<file path="config.mk">
export PLATFORM = sky130hd
export DESIGN_NAME = mic_energy_accumulator_flat
export DESIGN_NICKNAME = d
export VERILOG_FILES = /design/src/rtl/mic_energy_if.sv /design/src/rtl/mic_energy_accumulator.sv /design/src/flat_wrapper.sv
export SDC_FILE = /design/constraint.sdc
export NUM_CORES = 2
export LEC_CHECK = 0
export ABC_AREA = 1
export CELL_PAD_IN_SITES_DETAIL_PLACEMENT = 0
export CELL_PAD_IN_SITES_GLOBAL_PLACEMENT = 1
export CORE_MARGIN = 2
export CORE_UTILIZATION = 33
export DETAILED_ROUTE_END_ITERATION = 8
export HOLD_SLACK_MARGIN = 0.15
export PLACE_DENSITY_LB_ADDON = 0.08
export SETUP_SLACK_MARGIN = 0.05
export SLEW_MARGIN = 20
export SYNTH_ARGS = -nofsm -noshare
export SYNTH_HDL_FRONTEND = slang
export SYNTH_SLANG_ARGS = --single-unit
</file>
<file path="constraint.sdc">
create_clock -name clk_in -period 2.4 [get_ports clk_in]
set_input_delay 0.24 -clock clk_in [delete_from_list [all_inputs] [get_ports clk_in]]
set_output_delay 0.24 -clock clk_in [all_outputs]
set_load 0.01 [all_outputs]
</file>
<file path="src/rtl/mic_energy_if.sv">
// Sample-in / energy-out bundle for mic_energy_accumulator.
// The slave side is the accumulator; the master side is the sample source / energy consumer.
interface mic_energy_if #(
    parameter int SAMPLE_WIDTH = 16,
    parameter int NUM_PERIPH   = 3,
    parameter int WINDOW_LOG2  = 10
);
    logic                                     sample_valid_in;
    logic [SAMPLE_WIDTH-1:0]                  central_sample_in;
    logic [NUM_PERIPH-1:0][SAMPLE_WIDTH-1:0]  peripheral_samples_in;
    logic [31:0]                              central_energy_out;
    logic [NUM_PERIPH-1:0][31:0]              peripheral_energy_out;
    logic                                     energy_valid_out;
    logic [WINDOW_LOG2-1:0]                   window_count_out;

    modport master (
        output sample_valid_in, central_sample_in, peripheral_samples_in,
        input  central_energy_out, peripheral_energy_out, energy_valid_out, window_count_out
    );

    modport slave (
        input  sample_valid_in, central_sample_in, peripheral_samples_in,
        output central_energy_out, peripheral_energy_out, energy_valid_out, window_count_out
    );
endinterface

</file>
<file path="src/rtl/mic_energy_accumulator.sv">
// Per-mic mean-square energy over 2^WINDOW_LOG2 samples, two-stage pipeline (square, accumulate).
// Optional MIC_DC_BLOCK_EN: subtract a per-mic running DC estimate before squaring.
module mic_energy_accumulator #(
    parameter int SAMPLE_WIDTH = 16,
    parameter int NUM_PERIPH   = 3,
    parameter int WINDOW_LOG2  = 10
) (
    input  logic        clk_in,
    input  logic        rst_n_in,
    mic_energy_if.slave bus
);
    localparam int NUM_MICS = NUM_PERIPH + 1;
`ifdef MIC_DC_BLOCK_EN
    localparam int D_W = SAMPLE_WIDTH + 1;
`else
    localparam int D_W = SAMPLE_WIDTH;
`endif
    localparam int SQ_W  = 2 * D_W;
    localparam int ACC_W = SQ_W + WINDOW_LOG2;
    localparam logic [WINDOW_LOG2-1:0] LAST = '1;

    function automatic logic [SQ_W-1:0] square(input logic signed [D_W-1:0] d);
        logic signed [SQ_W-1:0] prod;
        prod = SQ_W'(d) * SQ_W'(d);
        return prod;
    endfunction

    function automatic logic [31:0] sat_energy(input logic [ACC_W-1:0] total);
        logic [ACC_W+31:0] mean;
        mean = {32'd0, total >> WINDOW_LOG2};
        if (mean[ACC_W+31:32] != '0) return 32'hFFFF_FFFF;
        return mean[31:0];
    endfunction

    logic signed [SAMPLE_WIDTH-1:0] x_in [NUM_MICS];
    logic signed [D_W-1:0]          d_in [NUM_MICS];

    always_comb begin
        x_in[0] = $signed(bus.central_sample_in);
        for (int m = 0; m < NUM_PERIPH; m++) x_in[m+1] = $signed(bus.peripheral_samples_in[m]);
    end

`ifdef MIC_DC_BLOCK_EN
    // dc holds the running mean in Q(SAMPLE_WIDTH).8; squaring uses the estimate from before this sample.
    logic signed [SAMPLE_WIDTH+7:0] dc [NUM_MICS];

    function automatic logic signed [D_W-1:0] dc_remove(input logic signed [SAMPLE_WIDTH-1:0] x,
                                                        input logic signed [SAMPLE_WIDTH+7:0] dc_q);
        logic signed [SAMPLE_WIDTH+7:0] dc_int;
        dc_int = dc_q >>> 8;
        return $signed({x[SAMPLE_WIDTH-1], x}) - $signed(dc_int[SAMPLE_WIDTH:0]);
    endfunction

    function automatic logic signed [SAMPLE_WIDTH+7:0] dc_next(input logic signed [SAMPLE_WIDTH-1:0] x,
                                                               input logic signed [SAMPLE_WIDTH+7:0] dc_q);
        logic signed [SAMPLE_WIDTH+8:0] diff;
        diff = $signed({x[SAMPLE_WIDTH-1], x, 8'd0}) - $signed({dc_q[SAMPLE_WIDTH+7], dc_q});
        diff = diff >>> 8;
        return $signed(dc_q + diff[SAMPLE_WIDTH+7:0]);
    endfunction

    always_ff @(posedge clk_in or negedge rst_n_in) begin
        if (!rst_n_in) begin
            for (int m = 0; m < NUM_MICS; m++) dc[m] <= '0;
        end else if (bus.sample_valid_in) begin
            for (int m = 0; m < NUM_MICS; m++) dc[m] <= dc_next(x_in[m], dc[m]);
        end
    end

    always_comb begin
        for (int m = 0; m < NUM_MICS; m++) d_in[m] = dc_remove(x_in[m], dc[m]);
    end
`else
    always_comb begin
        for (int m = 0; m < NUM_MICS; m++) d_in[m] = x_in[m];
    end
`endif

    // Stage 1: square
    logic [SQ_W-1:0] sq_p1 [NUM_MICS];
    logic            vld_p1;

    always_ff @(posedge clk_in or negedge rst_n_in) begin
        if (!rst_n_in) begin
            vld_p1 <= 1'b0;
            for (int m = 0; m < NUM_MICS; m++) sq_p1[m] <= '0;
        end else begin
            vld_p1 <= bus.sample_valid_in;
            if (bus.sample_valid_in) begin
                for (int m = 0; m < NUM_MICS; m++) sq_p1[m] <= square(d_in[m]);
            end
        end
    end

    // Stage 2: accumulate, close window, publish energies
    logic [ACC_W-1:0]       acc_p2    [NUM_MICS];
    logic [31:0]            energy_p2 [NUM_MICS];
    logic [WINDOW_LOG2-1:0] cnt_p2;
    logic                   vld_p2;
    logic                   close_p1;

    assign close_p1 = vld_p1 && (cnt_p2 == LAST);

    always_ff @(posedge clk_in or negedge rst_n_in) begin
        if (!rst_n_in) begin
            vld_p2 <= 1'b0;
            cnt_p2 <= '0;
            for (int m = 0; m < NUM_MICS; m++) begin
                acc_p2[m]    <= '0;
                energy_p2[m] <= '0;
            end
        end else begin
            vld_p2 <= close_p1;
            if (vld_p1) begin
                cnt_p2 <= cnt_p2 + WINDOW_LOG2'(1);
                for (int m = 0; m < NUM_MICS; m++) begin
                    // The closing sample belongs to the finished window, so the next one starts empty.
                    if (close_p1) begin
                        energy_p2[m] <= sat_energy(acc_p2[m] + ACC_W'(sq_p1[m]));
                        acc_p2[m]    <= '0;
                    end else begin
                        acc_p2[m]    <= acc_p2[m] + ACC_W'(sq_p1[m]);
                    end
                end
            end
        end
    end

    assign bus.central_energy_out = energy_p2[0];
    assign bus.energy_valid_out   = vld_p2;
    assign bus.window_count_out   = cnt_p2;

    always_comb begin
        for (int m = 0; m < NUM_PERIPH; m++) bus.peripheral_energy_out[m] = energy_p2[m+1];
    end
endmodule

</file>
<file path="src/flat_wrapper.sv">
// flat-port wrapper written by rule: the top's interface ports become plain ports
module mic_energy_accumulator_flat 
#(
    parameter int SAMPLE_WIDTH = 16,
    parameter int NUM_PERIPH   = 3,
    parameter int WINDOW_LOG2  = 10
)
  (clk_in, rst_n_in, bus_sample_valid_in, bus_central_sample_in, bus_peripheral_samples_in, bus_central_energy_out, bus_peripheral_energy_out, bus_energy_valid_out, bus_window_count_out);
  mic_energy_if #(.SAMPLE_WIDTH(SAMPLE_WIDTH), .NUM_PERIPH(NUM_PERIPH), .WINDOW_LOG2(WINDOW_LOG2)) bus_i ();
  input  logic clk_in;
  input  logic rst_n_in;
  input wire logic [$bits(bus_i.sample_valid_in)-1:0] bus_sample_valid_in;
  input wire logic [$bits(bus_i.central_sample_in)-1:0] bus_central_sample_in;
  input wire logic [$bits(bus_i.peripheral_samples_in)-1:0] bus_peripheral_samples_in;
  output wire logic [$bits(bus_i.central_energy_out)-1:0] bus_central_energy_out;
  output wire logic [$bits(bus_i.peripheral_energy_out)-1:0] bus_peripheral_energy_out;
  output wire logic [$bits(bus_i.energy_valid_out)-1:0] bus_energy_valid_out;
  output wire logic [$bits(bus_i.window_count_out)-1:0] bus_window_count_out;
  assign bus_i.sample_valid_in = bus_sample_valid_in;
  assign bus_i.central_sample_in = bus_central_sample_in;
  assign bus_i.peripheral_samples_in = bus_peripheral_samples_in;
  assign bus_central_energy_out = bus_i.central_energy_out;
  assign bus_peripheral_energy_out = bus_i.peripheral_energy_out;
  assign bus_energy_valid_out = bus_i.energy_valid_out;
  assign bus_window_count_out = bus_i.window_count_out;
  mic_energy_accumulator #(.SAMPLE_WIDTH(SAMPLE_WIDTH), .NUM_PERIPH(NUM_PERIPH), .WINDOW_LOG2(WINDOW_LOG2)) u_core (.clk_in(clk_in), .rst_n_in(rst_n_in), .bus(bus_i));
endmodule
</file>
After elaboration in Yosys (flattened, before gate mapping)
Index checks and enable logic that the tools add are counted.

word-level totals
  output and inout bits = 139
  bits in latches = 0
  memories kept = 0
  memory bits (read-only) = 0
  RAM bits = 0
  register bits after elaboration = 436
  input bits = 67
  logic and storage cells = 37

cells by class
  magnitude comparators = 0
  reduce and logical (&&, ||, !) cells = 2
  $mul = 4
  mux-type cells = 10
  shift operators = 0
  bitwise logic cells = 0
  div/mod/pow operators = 0
  equality and inequality tests = 1
  add/subtract/negate cells = 5

operators with widths
  kind                                                             count
  42-bit by 32-bit adder with 42-bit output                        4
  42-bit two-way mux                                               4
  16-bit by 16-bit multiplier with 32-bit output                   4
  32-bit two-way mux                                               4
  10-bit by 1-bit adder with 10-bit output, second input constant  1
  10-bit equality test, second input constant                      1
  1-bit two-way mux                                                2
  2-bit AND reduction                                              1
  1-bit logical AND                                                1

Longest topological paths before layout
  word-level depth = 5
  gate-level depth with buffers = 29
  depth with buffers taken out = 27

Worst setup path after synthesis
No wires, ideal clock.

  kind = input -> register
  start point = input bus_peripheral_samples_in[33]
  end point = register u_core.sq_p1[27] in the netlist's numbering
  arrival time = 5.492 ns
  stages on the path = 22
  slack = -3.210 ns
  path through = clkbuf_1 buf_1 nand2_1 inv_1 fa_1 fa_1 fa_1 fa_1 fa_1 inv_1 fa_1 inv_1 ha_1 nand2_1 nor2_1 inv_1 nor3_1 nand3_1 nand3_1 nand2_1 nand3_1 nand2_1

on the way
  longest elaborated chain between the ends = 1

ends and longest elaborated chain
  element                                         RTL line                      source
  start: declaration                              flat_wrapper.sv:14            input wire logic [$bits(bus_i.peripheral_samples_in)-1:0] bus_peripheral_samples_in;
  16-bit by 16-bit multiplier with 32-bit output  mic_energy_accumulator.sv:24  prod = SQ_W'(d) * SQ_W'(d);
  end: declaration                                mic_energy_accumulator.sv:80  logic [SQ_W-1:0] sq_p1 [NUM_MICS];

No other way between the ends.
A chain may end at the register's enable or synchronous reset.

Worst setup path after layout
  start point = input bus_peripheral_samples_in[47]
  end point = register u_core.sq_p1[29] in the netlist's numbering

The elaborated chain is that of the path after synthesis.

==> results.toml <==
[synth]
yosys_warnings = 0
synth_cell_types = 39
synth-seq-cells = 432
avgSynthCellArea_sq_um = 7.25
ys.flop_type = "dfrtp_1"
async_reset_ff_frac = 1.00
syn_nets = 10600
ys_seq_area_frac = 0.163
postSynthCellCount = 9151
synth_edf_count = 0
synth_area_sq_mm = 0.0664

[placement]
gp_congestion = 0.901
dp_hpwl_microns = 188000
dpl_cell_area_sq_mm = 0.0823
io_buffers = 205

[sta]
hold_viol_final = 0
timing.slew.headroom = 0.523
skew_ns = 0.0706
fin_crit_sh = 1.97
fmax_mhz = 212
period_needed_ns = 4.72
setup_viol = 109
slew_violations = 0
setup_slack_ns = -2.32
rsz0062_at_grt = "yes"
totalNegativeSetupSlack_ns = -207.19
worst_pin_slew_ns = 0.716

[setup_path]
critical-path-top-delay-family = "adder cells"
path_common_cell = "fa_2"
path_class = "in2reg"
critPathSlowestCell = "fa_1"
critPathMaxFanout = 7
endpoint_kind = "register"
path_buf_inv = 9
rr_worst_depth = 11
r2r_start = "u_core.acc_p2[11]"
start_kind = "input pin"
max_stage_delay_ns = 0.57
r2r_slack_ns = 0.14
cp.required_ns = 2.96
crit_arrival_ns = 5.28
r2r_end = "u_core.bus.peripheral_energy_out[69]"

[finish]
drive_gt1_frac = 0.310
fillerInstances = 19900
nets = 12100
syn_to_final_growth_pct = 43.6
final_cell_mix = "nand2_1, inv_1, buf_4"
utilization = 0.477
layout_commonest_cell = "nand2_1"
stdcell_area_sq_mm = 0.0954

[die]
die_h_microns = 453
coreArea_sq_mm = 0.200
start_util = 0.332
die_x_microns = 453
die-area_sq_mm = 0.205
ios = 206
fp-row-count = 164

[run]
maxCapViolCount = 0

[global_routing]
grt.busiest_layer = "met2"
grt_use_total = 0.227
grt_max_degree = 78
gr-usage-met1 = 0.329
use_met2 = 0.379
overflow = 0
grt_pass1_vias = 64300
grt_pass1_wl_microns = 365000
met3_usage = 0.0132
antenna_found_initial = 8

[route]
wl_microns = 231000
routed_via_density = 4.58
route.detailed.drc = 0
num_vias = 60800
wire_per_inst_microns = 17.4
first_pass_iters = 5
drt_iter0_drc = 3382
ant_nets = 0

[clock_tree]
h-tree-depth = 2
clock-sinks = 432
numCtsBuffers = 55
insertion_delay_ns = 0.71
path_clk_slew_ns = 0.06
clock-root-buffer = "clkbuf_16"
cts.path.max_buffers = 3
cts_tree = "built"

[hold_path]
hold_path_end = "u_core.sq_p1[98]"
min_from = "bus_central_sample_in[1]"
holdPathStages = 4
hold_class = "in2reg"

[outcome]
status = "finished, violations left"
violations = "negative setup slack"
## worst max path at each step
stage               slack [ns]           endpoint                     startpoint  depth (start not counted)
floorplan                -2.70  u_core.sq_p1[127]       bus_central_sample_in[3]                         24
global placement         -3.60   u_core.sq_p1[29]  bus_peripheral_samples_in[39]                         23
detailed placement       -3.67   u_core.sq_p1[29]  bus_peripheral_samples_in[39]                         23
CTS                      -2.33   u_core.sq_p1[29]  bus_peripheral_samples_in[47]                         25
global route             -2.45   u_core.sq_p1[29]  bus_peripheral_samples_in[47]                         24
finish                   -2.32   u_core.sq_p1[29]  bus_peripheral_samples_in[47]                         25
## state kept, by name (all words and copies together), names as in the netlist
signal and count:
u_core.bus.central_energy_out 32, u_core.bus.window_count_out 10, u_core.sq_p1 124, u_core.acc_p2 168, u_core.bus.peripheral_energy_out 96, u_core.vld_p1 1
u_core.bus.energy_valid_out 1
## routing by layer
layer	vias up	part of all wire	wire length [microns]
met4	0	0.015	3510
met5	-	0	0
met2	759	0.47	109000
met1	29800	0.49	112000
li1	30100	-	-
met3	158	0.026	6000
## worst min-delay path, delay by kind of cell
kind	cells	cell delay, ns
AO/OA/AOI/OAI	1	0.12
buffers and inverters	3	0.46
## metrics by stage
step | hold WS (ns) | std cells | worst slack, ns
2_1_floorplan | -0.0556 | 9151 | -2.70
3_3_place_gp | 0.247 | 12800 | -3.60
3_5_place_dp | 0.254 | 12800 | -3.67
4_1_cts | 0.189 | 13200 | -2.33
5_1_grt | 0.183 | 13300 | -2.45
6_report | 0.186 | 13300 | -2.32
## cell usage after synthesis, types with 12 or more instances
| master | instances | area share |
|---|---|---|
| ha_1 | 495 | 0.093 |
| nor3_1 | 64 | 0.0048 |
| clkbuf_1 | 189 | 0.011 |
| nand3_2 | 22 | 0.0033 |
| nor2_1 | 488 | 0.028 |
| nand3b_1 | 82 | 0.0093 |
| a21o_1 | 13 | 0.0015 |
| xnor2_1 | 102 | 0.013 |
| fa_1 | 935 | 0.28 |
| nand4_1 | 99 | 0.0093 |
| dfrtp_1 | 432 | 0.16 |
| or2_2 | 29 | 0.0027 |
| buf_2 | 12 | 0.00090 |
| nand3_1 | 481 | 0.036 |
| inv_1 | 2205 | 0.12 |
| o21ai_0 | 192 | 0.014 |
| xor2_1 | 59 | 0.0078 |
| a21oi_1 | 234 | 0.018 |
| o21bai_1 | 46 | 0.0052 |
| nand2_1 | 2890 | 0.16 |
## layout make-up
cell class	count	area, sq um	area share
inverter	2213	8490	0.0890
clock buffer	71	1530	0.0160
tap	2656	3320	0.0349
antenna	1	2.50	0.0000262
sequential	432	10800	0.114
timing repair buffer	1570	15400	0.162
clock inverter	30	403	0.00423
multi-input combinational	6286	55300	0.580
## cells by family after synthesis
| kind of cell | share of synthesized area |
|---|---|
| adders and majority gates | 0.375 |
| AOI/OAI and AO/OA | 0.0435 |
| buffers and inverters | 0.139 |
| DFF | 0.163 |
| xor gates and xnor gates | 0.0212 |
| and+or+nand+nor | 0.258 |
## repair_timing
action	CTS	global route
setup buffers	254	117
hold buffers	3	0
endpoints found under the hold margin	444	0
pin swaps	739	556
setup endpoints to repair	127	337
gates resized for setup	1592	772
gates cloned	21	3
Power is left out: the tool's default activity adds up to more than one toggle a clock period on the data nets, which glitch-free logic cannot reach.
